[config.mk]
export PLATFORM = sky130hd
export DESIGN_NAME = digit_serial_adder_flat
export DESIGN_NICKNAME = d
export VERILOG_FILES = /design/src/rtl/digit_serial_adder_pkg.sv /design/src/rtl/digit_serial_adder_if.sv /design/src/rtl/digit_serial_adder_digit_add.sv /design/src/rtl/digit_serial_adder.sv /design/src/flat_wrapper.sv
export SDC_FILE = /design/constraint.sdc
export NUM_CORES = 1
export LEC_CHECK = 0
export CELL_PAD_IN_SITES_DETAIL_PLACEMENT = 2
export CELL_PAD_IN_SITES_GLOBAL_PLACEMENT = 2
export CORE_MARGIN = 2
export CORE_UTILIZATION = 27
export DETAILED_ROUTE_END_ITERATION = 16
export PLACE_DENSITY_LB_ADDON = 0.1
export SLEW_MARGIN = 20
export SYNTH_ARGS = -nofsm -noshare
export SYNTH_HDL_FRONTEND = slang
export SYNTH_SLANG_ARGS = --single-unit
[constraint.sdc]
create_clock -name clk -period 2.7 [get_ports clk]
set_clock_uncertainty 0.05 [all_clocks]
set_input_delay 0.405 -clock clk [delete_from_list [all_inputs] [get_ports clk]]
set_output_delay 0.405 -clock clk [all_outputs]
set_load 0.01 [all_outputs]
[src/rtl/digit_serial_adder_pkg.sv]
// adder_pkg -- shared definitions for the digit-serial adder slice.
//   state_t        : FSM state encoding (IDLE, RUN, DONE)
//   num_digits()   : number of DIGIT-wide slices in a WIDTH-bit operand
//   idx_width()    : width of a counter that indexes those slices
//   params_legal() : WIDTH/DIGIT legality rule used by the top level
// Optional feature macro: DIGIT_SERIAL_ADDER_OVF_EN (not used in this file).
package adder_pkg;

  typedef enum logic [1:0] {
    IDLE = 2'd0,
    RUN  = 2'd1,
    DONE = 2'd2
  } state_t;

  // Number of digit slices per operand.
  function automatic int num_digits(input int width, input int digit);
    return width / digit;
  endfunction

  // Slice index width; a single slice still needs a 1-bit index.
  function automatic int idx_width(input int n);
    int w;
    if (n > 32'sd1) begin
      w = $clog2(n);
    end else begin
      w = 32'sd1;
    end
    return w;
  endfunction

  // WIDTH in 4..64, DIGIT in 1..WIDTH and an exact divisor of WIDTH.
  function automatic bit params_legal(input int width, input int digit);
    bit ok;
    ok = (width >= 32'sd4) && (width <= 32'sd64) &&
         (digit >= 32'sd1) && (digit <= width) &&
         ((width % digit) == 32'sd0);
    return ok;
  endfunction

endpackage

[src/rtl/digit_serial_adder_if.sv]
// digit_serial_adder_if -- operand/result handshake bundle.
//   in_valid/in_ready   : operand handshake (a, b, cin)
//   out_valid/out_ready : result handshake (sum, plus ovf when enabled)
//   master modport      : producer/consumer side
//   slave modport       : adder side
// Optional feature macro: DIGIT_SERIAL_ADDER_OVF_EN adds the ovf signal.
interface digit_serial_adder_if #(
  parameter int WIDTH = 8
);
  logic             in_valid;
  logic             in_ready;
  logic [WIDTH-1:0] a;
  logic [WIDTH-1:0] b;
  logic             cin;
  logic             out_valid;
  logic             out_ready;
  logic [WIDTH:0]   sum;
`ifdef DIGIT_SERIAL_ADDER_OVF_EN
  logic             ovf;
`endif

  modport master (
    output in_valid, a, b, cin, out_ready,
`ifdef DIGIT_SERIAL_ADDER_OVF_EN
    input  ovf,
`endif
    input  in_ready, out_valid, sum
  );

  modport slave (
    input  in_valid, a, b, cin, out_ready,
`ifdef DIGIT_SERIAL_ADDER_OVF_EN
    output ovf,
`endif
    output in_ready, out_valid, sum
  );
endinterface

[src/rtl/digit_serial_adder_digit_add.sv]
// digit_add -- combinational DIGIT-bit ripple-carry adder slice.
//   x, y : operand digits
//   ci   : carry into bit 0
//   s    : DIGIT sum bits
//   co   : carry out of the MSB
//   cmsb : carry into the MSB (only with DIGIT_SERIAL_ADDER_OVF_EN)
module digit_add #(
  parameter int DIGIT = 4
) (
  input  logic [DIGIT-1:0] x,
  input  logic [DIGIT-1:0] y,
  input  logic             ci,
  output logic [DIGIT-1:0] s,
`ifdef DIGIT_SERIAL_ADDER_OVF_EN
  output logic             cmsb,
`endif
  output logic             co
);

  // c_s[i] is the carry into bit i; c_s[DIGIT] leaves the slice.
  logic [DIGIT:0] c_s;

  assign c_s[0] = ci;

  for (genvar i = 0; i < DIGIT; i++) begin : g_fa
    assign s[i]     = x[i] ^ y[i] ^ c_s[i];
    assign c_s[i+1] = (x[i] & y[i]) | (x[i] & c_s[i]) | (y[i] & c_s[i]);
  end

  assign co = c_s[DIGIT];

`ifdef DIGIT_SERIAL_ADDER_OVF_EN
  assign cmsb = c_s[DIGIT-1];
`endif

endmodule

[src/rtl/digit_serial_adder.sv]
// digit_serial_adder -- adds two WIDTH-bit unsigned operands plus carry-in,
// DIGIT bits per clock, behind a valid/ready handshake.
//   clk  : clock, rising edge
//   rst  : synchronous reset, active-high
//   bus  : digit_serial_adder_if.slave (in_valid/in_ready/a/b/cin,
//          out_valid/out_ready/sum[WIDTH:0], ovf when enabled)
// Operands are latched on accept, so the source may change them freely
// while the add is in progress. Result appears N = WIDTH/DIGIT cycles later.
// Optional feature macro: DIGIT_SERIAL_ADDER_OVF_EN adds a registered
// two's-complement overflow flag (bus.ovf).
module digit_serial_adder
  import adder_pkg::*;
#(
  parameter int WIDTH = 8,
  parameter int DIGIT = 4
) (
  input logic                clk,
  input logic                rst,
  digit_serial_adder_if.slave bus
);

  localparam int N     = num_digits(WIDTH, DIGIT);
  localparam int IDX_W = idx_width(N);
  localparam logic [IDX_W-1:0] LAST_IDX = IDX_W'(N - 32'sd1);
  localparam logic [IDX_W-1:0] IDX_ONE  = IDX_W'(32'sd1);

  if (!params_legal(WIDTH, DIGIT)) begin : g_bad_params
    $error("digit_serial_adder: WIDTH must be 4..64 and a multiple of DIGIT");
  end

  state_t                        state_r;
  logic [N-1:0][DIGIT-1:0]       a_r;
  logic [N-1:0][DIGIT-1:0]       b_r;
  logic [N-1:0][DIGIT-1:0]       res_r;
  logic                          carry_r;
  logic                          cout_r;
  logic [IDX_W-1:0]              cnt_r;
  logic                          in_ready_r;
  logic                          out_valid_r;
  logic [DIGIT-1:0]              dsum_s;
  logic                          dcout_s;
`ifdef DIGIT_SERIAL_ADDER_OVF_EN
  logic                          dcmsb_s;
  logic                          ovf_r;
`endif

  digit_add #(
    .DIGIT (DIGIT)
  ) u_digit_add (
    .x    (a_r[cnt_r]),
    .y    (b_r[cnt_r]),
    .ci   (carry_r),
    .s    (dsum_s),
`ifdef DIGIT_SERIAL_ADDER_OVF_EN
    .cmsb (dcmsb_s),
`endif
    .co   (dcout_s)
  );

  // FSM, operand capture, per-digit result write and carry chain.
  always_ff @(posedge clk) begin
    if (rst) begin
      state_r     <= IDLE;
      in_ready_r  <= 1'b1;
      out_valid_r <= 1'b0;
      a_r         <= '0;
      b_r         <= '0;
      res_r       <= '0;
      carry_r     <= 1'b0;
      cout_r      <= 1'b0;
      cnt_r       <= '0;
`ifdef DIGIT_SERIAL_ADDER_OVF_EN
      ovf_r       <= 1'b0;
`endif
    end else begin
      case (state_r)
        IDLE: begin
          if (bus.in_valid) begin
            a_r        <= bus.a;
            b_r        <= bus.b;
            carry_r    <= bus.cin;
            cnt_r      <= '0;
            in_ready_r <= 1'b0;
            state_r    <= RUN;
          end else begin
            in_ready_r <= 1'b1;
          end
        end
        RUN: begin
          res_r[cnt_r] <= dsum_s;
          carry_r      <= dcout_s;
          if (cnt_r == LAST_IDX) begin
            // The last slice's carry-out is the result MSB; its carry-in
            // versus carry-out at the operand MSB is the signed overflow.
            cout_r      <= dcout_s;
            out_valid_r <= 1'b1;
            state_r     <= DONE;
`ifdef DIGIT_SERIAL_ADDER_OVF_EN
            ovf_r       <= dcmsb_s ^ dcout_s;
`endif
          end else begin
            cnt_r <= cnt_r + IDX_ONE;
          end
        end
        DONE: begin
          if (bus.out_ready) begin
            out_valid_r <= 1'b0;
            in_ready_r  <= 1'b1;
            state_r     <= IDLE;
          end else begin
            out_valid_r <= 1'b1;
          end
        end
        default: begin
          state_r     <= IDLE;
          in_ready_r  <= 1'b1;
          out_valid_r <= 1'b0;
        end
      endcase
    end
  end

  assign bus.in_ready  = in_ready_r;
  assign bus.out_valid = out_valid_r;
  assign bus.sum       = {cout_r, res_r};
`ifdef DIGIT_SERIAL_ADDER_OVF_EN
  assign bus.ovf       = ovf_r;
`endif

endmodule

[src/flat_wrapper.sv]
// flat-port wrapper written by rule: the top's interface ports become plain ports
module digit_serial_adder_flat import adder_pkg::*;
#(
  parameter int WIDTH = 8,
  parameter int DIGIT = 4
)
  (clk, rst, bus_in_valid, bus_a, bus_b, bus_cin, bus_out_ready, bus_in_ready, bus_out_valid, bus_sum);
  digit_serial_adder_if #(.WIDTH(WIDTH)) bus_i ();
  input logic clk;
  input logic rst;
  input wire logic [$bits(bus_i.in_valid)-1:0] bus_in_valid;
  input wire logic [$bits(bus_i.a)-1:0] bus_a;
  input wire logic [$bits(bus_i.b)-1:0] bus_b;
  input wire logic [$bits(bus_i.cin)-1:0] bus_cin;
  input wire logic [$bits(bus_i.out_ready)-1:0] bus_out_ready;
  output wire logic [$bits(bus_i.in_ready)-1:0] bus_in_ready;
  output wire logic [$bits(bus_i.out_valid)-1:0] bus_out_valid;
  output wire logic [$bits(bus_i.sum)-1:0] bus_sum;
  assign bus_i.in_valid = bus_in_valid;
  assign bus_i.a = bus_a;
  assign bus_i.b = bus_b;
  assign bus_i.cin = bus_cin;
  assign bus_i.out_ready = bus_out_ready;
  assign bus_in_ready = bus_i.in_ready;
  assign bus_out_valid = bus_i.out_valid;
  assign bus_sum = bus_i.sum;
  digit_serial_adder #(.WIDTH(WIDTH), .DIGIT(DIGIT)) u_core (.clk(clk), .rst(rst), .bus(bus_i));
endmodule
==> results.sh, run 1 <==
export IMPL_die_area_sq_um=6080
export IMPL_peakVddDrop_uv=265
export IMPL_finalPower_w=0.00142
export IMPL_vias_per_cell=4.73
export IMPL_crit_arrival_ns=2.77
export IMPL_fp_dieH_um=77.9
export IMPL_ys_warn_count=0
export IMPL_synthFlopType="dfxtp_1"
export IMPL_leakage_nw=0.668
export IMPL_nNetsFinal=222
export IMPL_hold_violations=0
export IMPL_finalSetupViolCount=0
export IMPL_syn_to_final_growth_pct=29.9
export IMPL_ys_seq_area_frac=0.420
export IMPL_rr_worst_depth=7
export IMPL_crit_type="flip-flop to flip-flop"
export IMPL_grt_start_max_net_pins=18
export IMPL_ioPinCount=32
export IMPL_sequentialPowerShare=0.402
export IMPL_overflow=0
export IMPL_crit_path_end_kind="flip-flop"
export IMPL_remaining_drc_errors=0
export IMPL_syn_nets=191
export IMPL_avgSynthCellArea_sq_um=9.06
export IMPL_pwr_share_comb=0.361
export IMPL_std_cell_rows=26
export IMPL_p_clk_frac=0.237
export IMPL_hold_worst_slack_ns=0.409
export IMPL_first_pass_iters=2
export IMPL_worst_pin_slew_ns=0.677
export IMPL_layout_drive_gt1_share=0.192
export IMPL_cts_max_path_buffers=2
export IMPL_ant_nets=0
export IMPL_final_common_cell="nand2_1"
export IMPL_cts_htree_levels=2
export IMPL_grt_total_usage=0.145
export IMPL_rsz0062_at_grt="true"
export IMPL_first_global_vias=1343
export IMPL_port_buffers=31
export IMPL_p_sw_w=0.000498
export IMPL_netlist_cell_type_count=32
export IMPL_finalWirelength_um=4050
export IMPL_critPathMaxFanout=4
export IMPL_die_w_um=77.9
export IMPL_worst_setup_path_start_kind="flip-flop"
export IMPL_clk_pin_slew_worst_paths_ns=0.07
export IMPL_synthArstFlopShare=0
export IMPL_cts_sinks=31
export IMPL_synth_mux_area_frac=0.0661
export IMPL_switching_share=0.350
export IMPL_wl_per_cell_um=15.4
export IMPL_antenna_found_initial=0
export IMPL_synth_top_family_by_area="simple AND/OR/NAND/NOR gates"
export IMPL_synth_xor_area_share=0
export IMPL_slew_viol_final=0
export IMPL_start_util=0.284
export IMPL_status="finished, final reports clean"
export IMPL_synthAdderAreaFrac=0.0797
export IMPL_yosys_area_share_simple=0.184
export IMPL_dp_hpwl_um=3160
export IMPL_ys_ff_latch=31
export IMPL_finalCriticalPeriod_ns=2.63
export IMPL_routabilityCongestion=0.801
export IMPL_slew_headroom=0.547
export IMPL_antenna_cells=0
export IMPL_fmax_ghz=0.380
export IMPL_maxCapViolations=0
export IMPL_cts_made_buffers=5
export IMPL_synth_compound_area_frac=0.178
export IMPL_synth_edf_count=0
export IMPL_syn_inst=163
export IMPL_crit_required_ns=2.84
export IMPL_final_cell_mix="43 x nand2_1, 31 x clkdlybuf4s50_1, 30 x dfxtp_1"
export IMPL_via_count=1244
export IMPL_core_area_sq_um=5200
export IMPL_synth_area_sq_um=1480
export IMPL_period_share=0.974
export IMPL_power_density_nw_per_um2=741
export IMPL_internal_power_w=0.000923
export IMPL_fin_util=0.369
export IMPL_clock_root_buffer="clkbuf_8"
export IMPL_cts_tree="done"
export IMPL_holdPathStages=2
export IMPL_hold_class="flip-flop to flip-flop"
export IMPL_grt_pass1_wl_um=6740
export IMPL_hold_buffers=0
export IMPL_first_iter_violations=27
export IMPL_clock_latency_ns=0.29
==> worst max-delay path, cell delays in order (launching register included) <==
cell and delay [ns]:
dfxtp_4 0.37, mux2_4 0.31, fa_2 0.39, fa_2 0.35
fa_2 0.35, inv_2 0.08, fa_1 0.43, a211oi_2 0.21
==> cell type report <==
type | count | area [sq um]
inverter | 5 | 18.8
sequential | 31 | 624
fill | 581 | 3290
timing repair buffer | 35 | 340
tap | 70 | 87.6
multi-input combinational | 116 | 774
clock buffer | 6 | 72.6
==> what timing repair did <==
| action | CTS | global route |
|---|---|---|
| gates resized for setup | 7 | 0 |
| pin swaps | 3 | 3 |
| setup endpoints to repair | 2 | 2 |
| setup buffers | 1 | 0 |
==> metal layers <==
metal,global-route usage,vias to the layer above,share of wire,wire (um)
met5,0,-,0,0
met4,0.0421,0,0.012,48
met3,0.0442,5,0.038,155
met2,0.263,24,0.53,2140
met1,0.164,615,0.42,1710
li1,-,600,-,-
==> worst paths after layout <==
path | start | endpoint | slack [ns]
hold / removal | u_core.bus.sum[1] | u_core.bus.sum[1] | 0.41
hold reg to reg | u_core.bus.sum[1] | u_core.bus.sum[1] | 0.41
setup reg to reg | u_core.cnt_r | u_core.bus.sum[3] | 0.07
setup / recovery | u_core.cnt_r | u_core.bus.sum[3] | 0.07
==> power groups by stage <==
stage	combinational (W)	clock [W]	sequential, W
after CTS	0.000522	0.000343	0.000574
after floorplan	0.000348	0	0.000578
after global placement	0.000473	0	0.000577
after global routing	0.000573	0.000369	0.000581
final	0.000513	0.000337	0.000571
after detailed placement	0.000506	0	0.000582
==> cell families after synthesis <==
kind of cell | count (synthesis)
simple gates | 63
compound gates | 37
flops | 31
buf+inv | 16
mux | 9
fa+ha+maj | 7
==> cells in the mapped netlist, drive strengths merged (2+ instances only) <==
cell / count / area (sq um)
nand2: 46 / 180
dfxtp: 31 / 621
a21oi: 24 / 158
buf: 8 / 76.3
nor2: 7 / 26.3
mux2: 6 / 67.6
inv: 5 / 18.8
a211oi: 4 / 30.0
fa: 4 / 80.1
clkbuf: 3 / 11.3
ha: 3 / 37.5
mux2i: 3 / 30.0
o21ai: 3 / 15.0
and2: 2 / 15.0
nand2b: 2 / 12.5
nand3: 2 / 10.0
nor2b: 2 / 12.5
==> state kept, by name (all words and copies together) (netlist names) <==
| register | count |
|---|---|
| u_core.a_r | 8 |
| u_core.bus.out_valid | 1 |
| u_core.bus.sum | 8 |
| u_core.cnt_r | 1 |
| u_core.carry_r | 1 |
| u_core.cout_r | 1 |
| u_core.b_r | 8 |
| u_core.state_r | 2 |
| u_core.bus.in_ready | 1 |
==> metrics by stage <==
step | setup TNS [ns] | worst slack [ns] | instances | cell area [sq um]
final | 0 | 0.0704 | 263 | 1920
after floorplan | 0 | 0.00424 | 163 | 1490
after CTS | -0.0348 | -0.0259 | 263 | 1920
after detailed placement | -0.119 | -0.0747 | 256 | 1820
after global placement | 0 | 0.0617 | 256 | 1820
after global routing | -0.0456 | -0.0407 | 263 | 1920
(Power assumes the default switching activity.)
==> inputs of run 2 (changes only) <==
--- a/config.mk
+++ b/config.mk
@@ -8,8 +8,9 @@
 export CELL_PAD_IN_SITES_DETAIL_PLACEMENT = 2
 export CELL_PAD_IN_SITES_GLOBAL_PLACEMENT = 2
 export CORE_MARGIN = 2
-export CORE_UTILIZATION = 27
+export CORE_UTILIZATION = 32
 export DETAILED_ROUTE_END_ITERATION = 16
+export DONT_BUFFER_PORTS = 1
 export PLACE_DENSITY_LB_ADDON = 0.1
 export SLEW_MARGIN = 20
 export SYNTH_ARGS = -nofsm -noshare
==> results.sh, run 2 (synthesis gave the netlist of run 1 again) <==
export IMPL_first_iter_violations=35
export IMPL_critPathMaxFanout=5
export IMPL_rsz0062_at_grt="true"
export IMPL_via_count=1124
export IMPL_ioPinCount=32
export IMPL_overflow=0
export IMPL_worst_setup_path_start_kind="flip-flop"
export IMPL_cts_made_buffers=5
export IMPL_leakage_nw=0.557
export IMPL_finalWirelength_um=3600
export IMPL_hold_violations=0
export IMPL_cts_htree_levels=2
export IMPL_nNetsFinal=190
export IMPL_setup_ws_ns=0.0789
export IMPL_first_pass_iters=4
export IMPL_finalPower_w=0.00136
export IMPL_crit_arrival_ns=2.77
export IMPL_finalCriticalPeriod_ns=2.62
export IMPL_cts_tree="done"
export IMPL_routabilityCongestion=0.771
export IMPL_clock_latency_ns=0.28
export IMPL_first_global_vias=1207
export IMPL_post_place_cells=207
export IMPL_fp_dieH_um=71.9
export IMPL_crit_required_ns=2.85
export IMPL_vias_per_cell=5.25
export IMPL_port_buffers=0
export IMPL_die_area_sq_um=5170
export IMPL_peakVddDrop_uv=291
export IMPL_period_share=0.971
export IMPL_status="finished, final reports clean"
export IMPL_fin_util=0.361
export IMPL_layout_drive_gt1_share=0.235
export IMPL_final_cell_mix="43 x nand2_1, 30 x dfxtp_1, 14 x a21oi_1"
export IMPL_std_cell_rows=24
export IMPL_grt_pass1_wl_um=6020
export IMPL_die_w_um=71.9
export IMPL_wl_per_cell_um=16.8
export IMPL_pre_cts_ws_ns=-0.0341
export IMPL_start_util=0.334
export IMPL_power_density_nw_per_um2=852
export IMPL_crit_path_end_kind="flip-flop"
export IMPL_slew_headroom=0.646
export IMPL_hold_class="input pin to flip-flop"
export IMPL_fmax_ghz=0.382
export IMPL_antenna_found_initial=0
export IMPL_maxCapViolations=0
export IMPL_hold_buffers=0
export IMPL_dp_hpwl_um=2720
export IMPL_clk_pin_slew_worst_paths_ns=0.07
export IMPL_finalNonFillerCells=214
export IMPL_antenna_cells=0
export IMPL_cts_sinks=31
export IMPL_cts_max_path_buffers=2
export IMPL_worst_pin_slew_ns=0.530
export IMPL_finalSetupViolCount=0
export IMPL_syn_to_final_growth_pct=7.88
export IMPL_grt_start_max_net_pins=31
export IMPL_clock_root_buffer="clkbuf_8"
export IMPL_grt_total_usage=0.152
export IMPL_slew_viol_final=0
export IMPL_crit_type="flip-flop to flip-flop"
export IMPL_final_common_cell="nand2_1"
export IMPL_remaining_drc_errors=0
export IMPL_core_area_sq_um=4410
export IMPL_ant_nets=0
[run 2: routing by layer]
| metal | wire, um | GRT usage |
|---|---|---|
| met4 | 69 | 0.0566 |
| met5 | 0 | 0 |
| met1 | 1580 | 0.180 |
| met3 | 164 | 0.0458 |
| met2 | 1790 | 0.259 |
[run 2: repair_timing]
action                     CTS  global route
setup endpoints to repair    2             3
buffers inserted             0             0
pin swaps                    2             2
resized for setup            6             1
[run 2: cell type report]
cell class	count	area, sq um
Clock buffer	6	82.6
Clock inverter	1	5.00
Fill cell	496	2820
Inverter	5	18.8
Multi-Input combinational cell	116	774
Sequential cell	31	624
Tap cell	52	65.1
Timing Repair Buffer	3	22.5
[run 2: metrics by stage]
step                TNS [ns]  hold WS [ns]  cell area (sq um)
floorplan                  0         0.384               1490
global placement           0         0.390               1480
detailed placement   -0.0656         0.401               1480
CTS                        0         0.124               1590
global route         -0.0372         0.114               1590
finish                     0         0.136               1590
[run 2: report_power, final]
part | switching (W) | leakage, nW | internal [W]
sequential | 0.0000526 | 0.254 | 0.000529
clock | 0.000170 | 0.0470 | 0.000200
combinational | 0.000244 | 0.255 | 0.000162
[run 2: worst max-delay path, stage by stage (launching register included)]
cell and delay (ns):
dfxtp_4 0.38, mux2_4 0.31, fa_2 0.40, fa_2 0.36, fa_2 0.35, inv_2 0.06
fa_1 0.45, a211oi_2 0.19
[run 2: final timing paths]
check | from | endpoint | slack (ns) | depth (start not counted)
min reg2reg | u_core.a_r[7] | u_core.a_r[7] | 0.41 | 2
min | rst | u_core.bus.out_valid | 0.14 | 1
max reg2reg | u_core.cnt_r | u_core.bus.sum[3] | 0.08 | 7
max | u_core.cnt_r | u_core.bus.sum[3] | 0.08 | 7
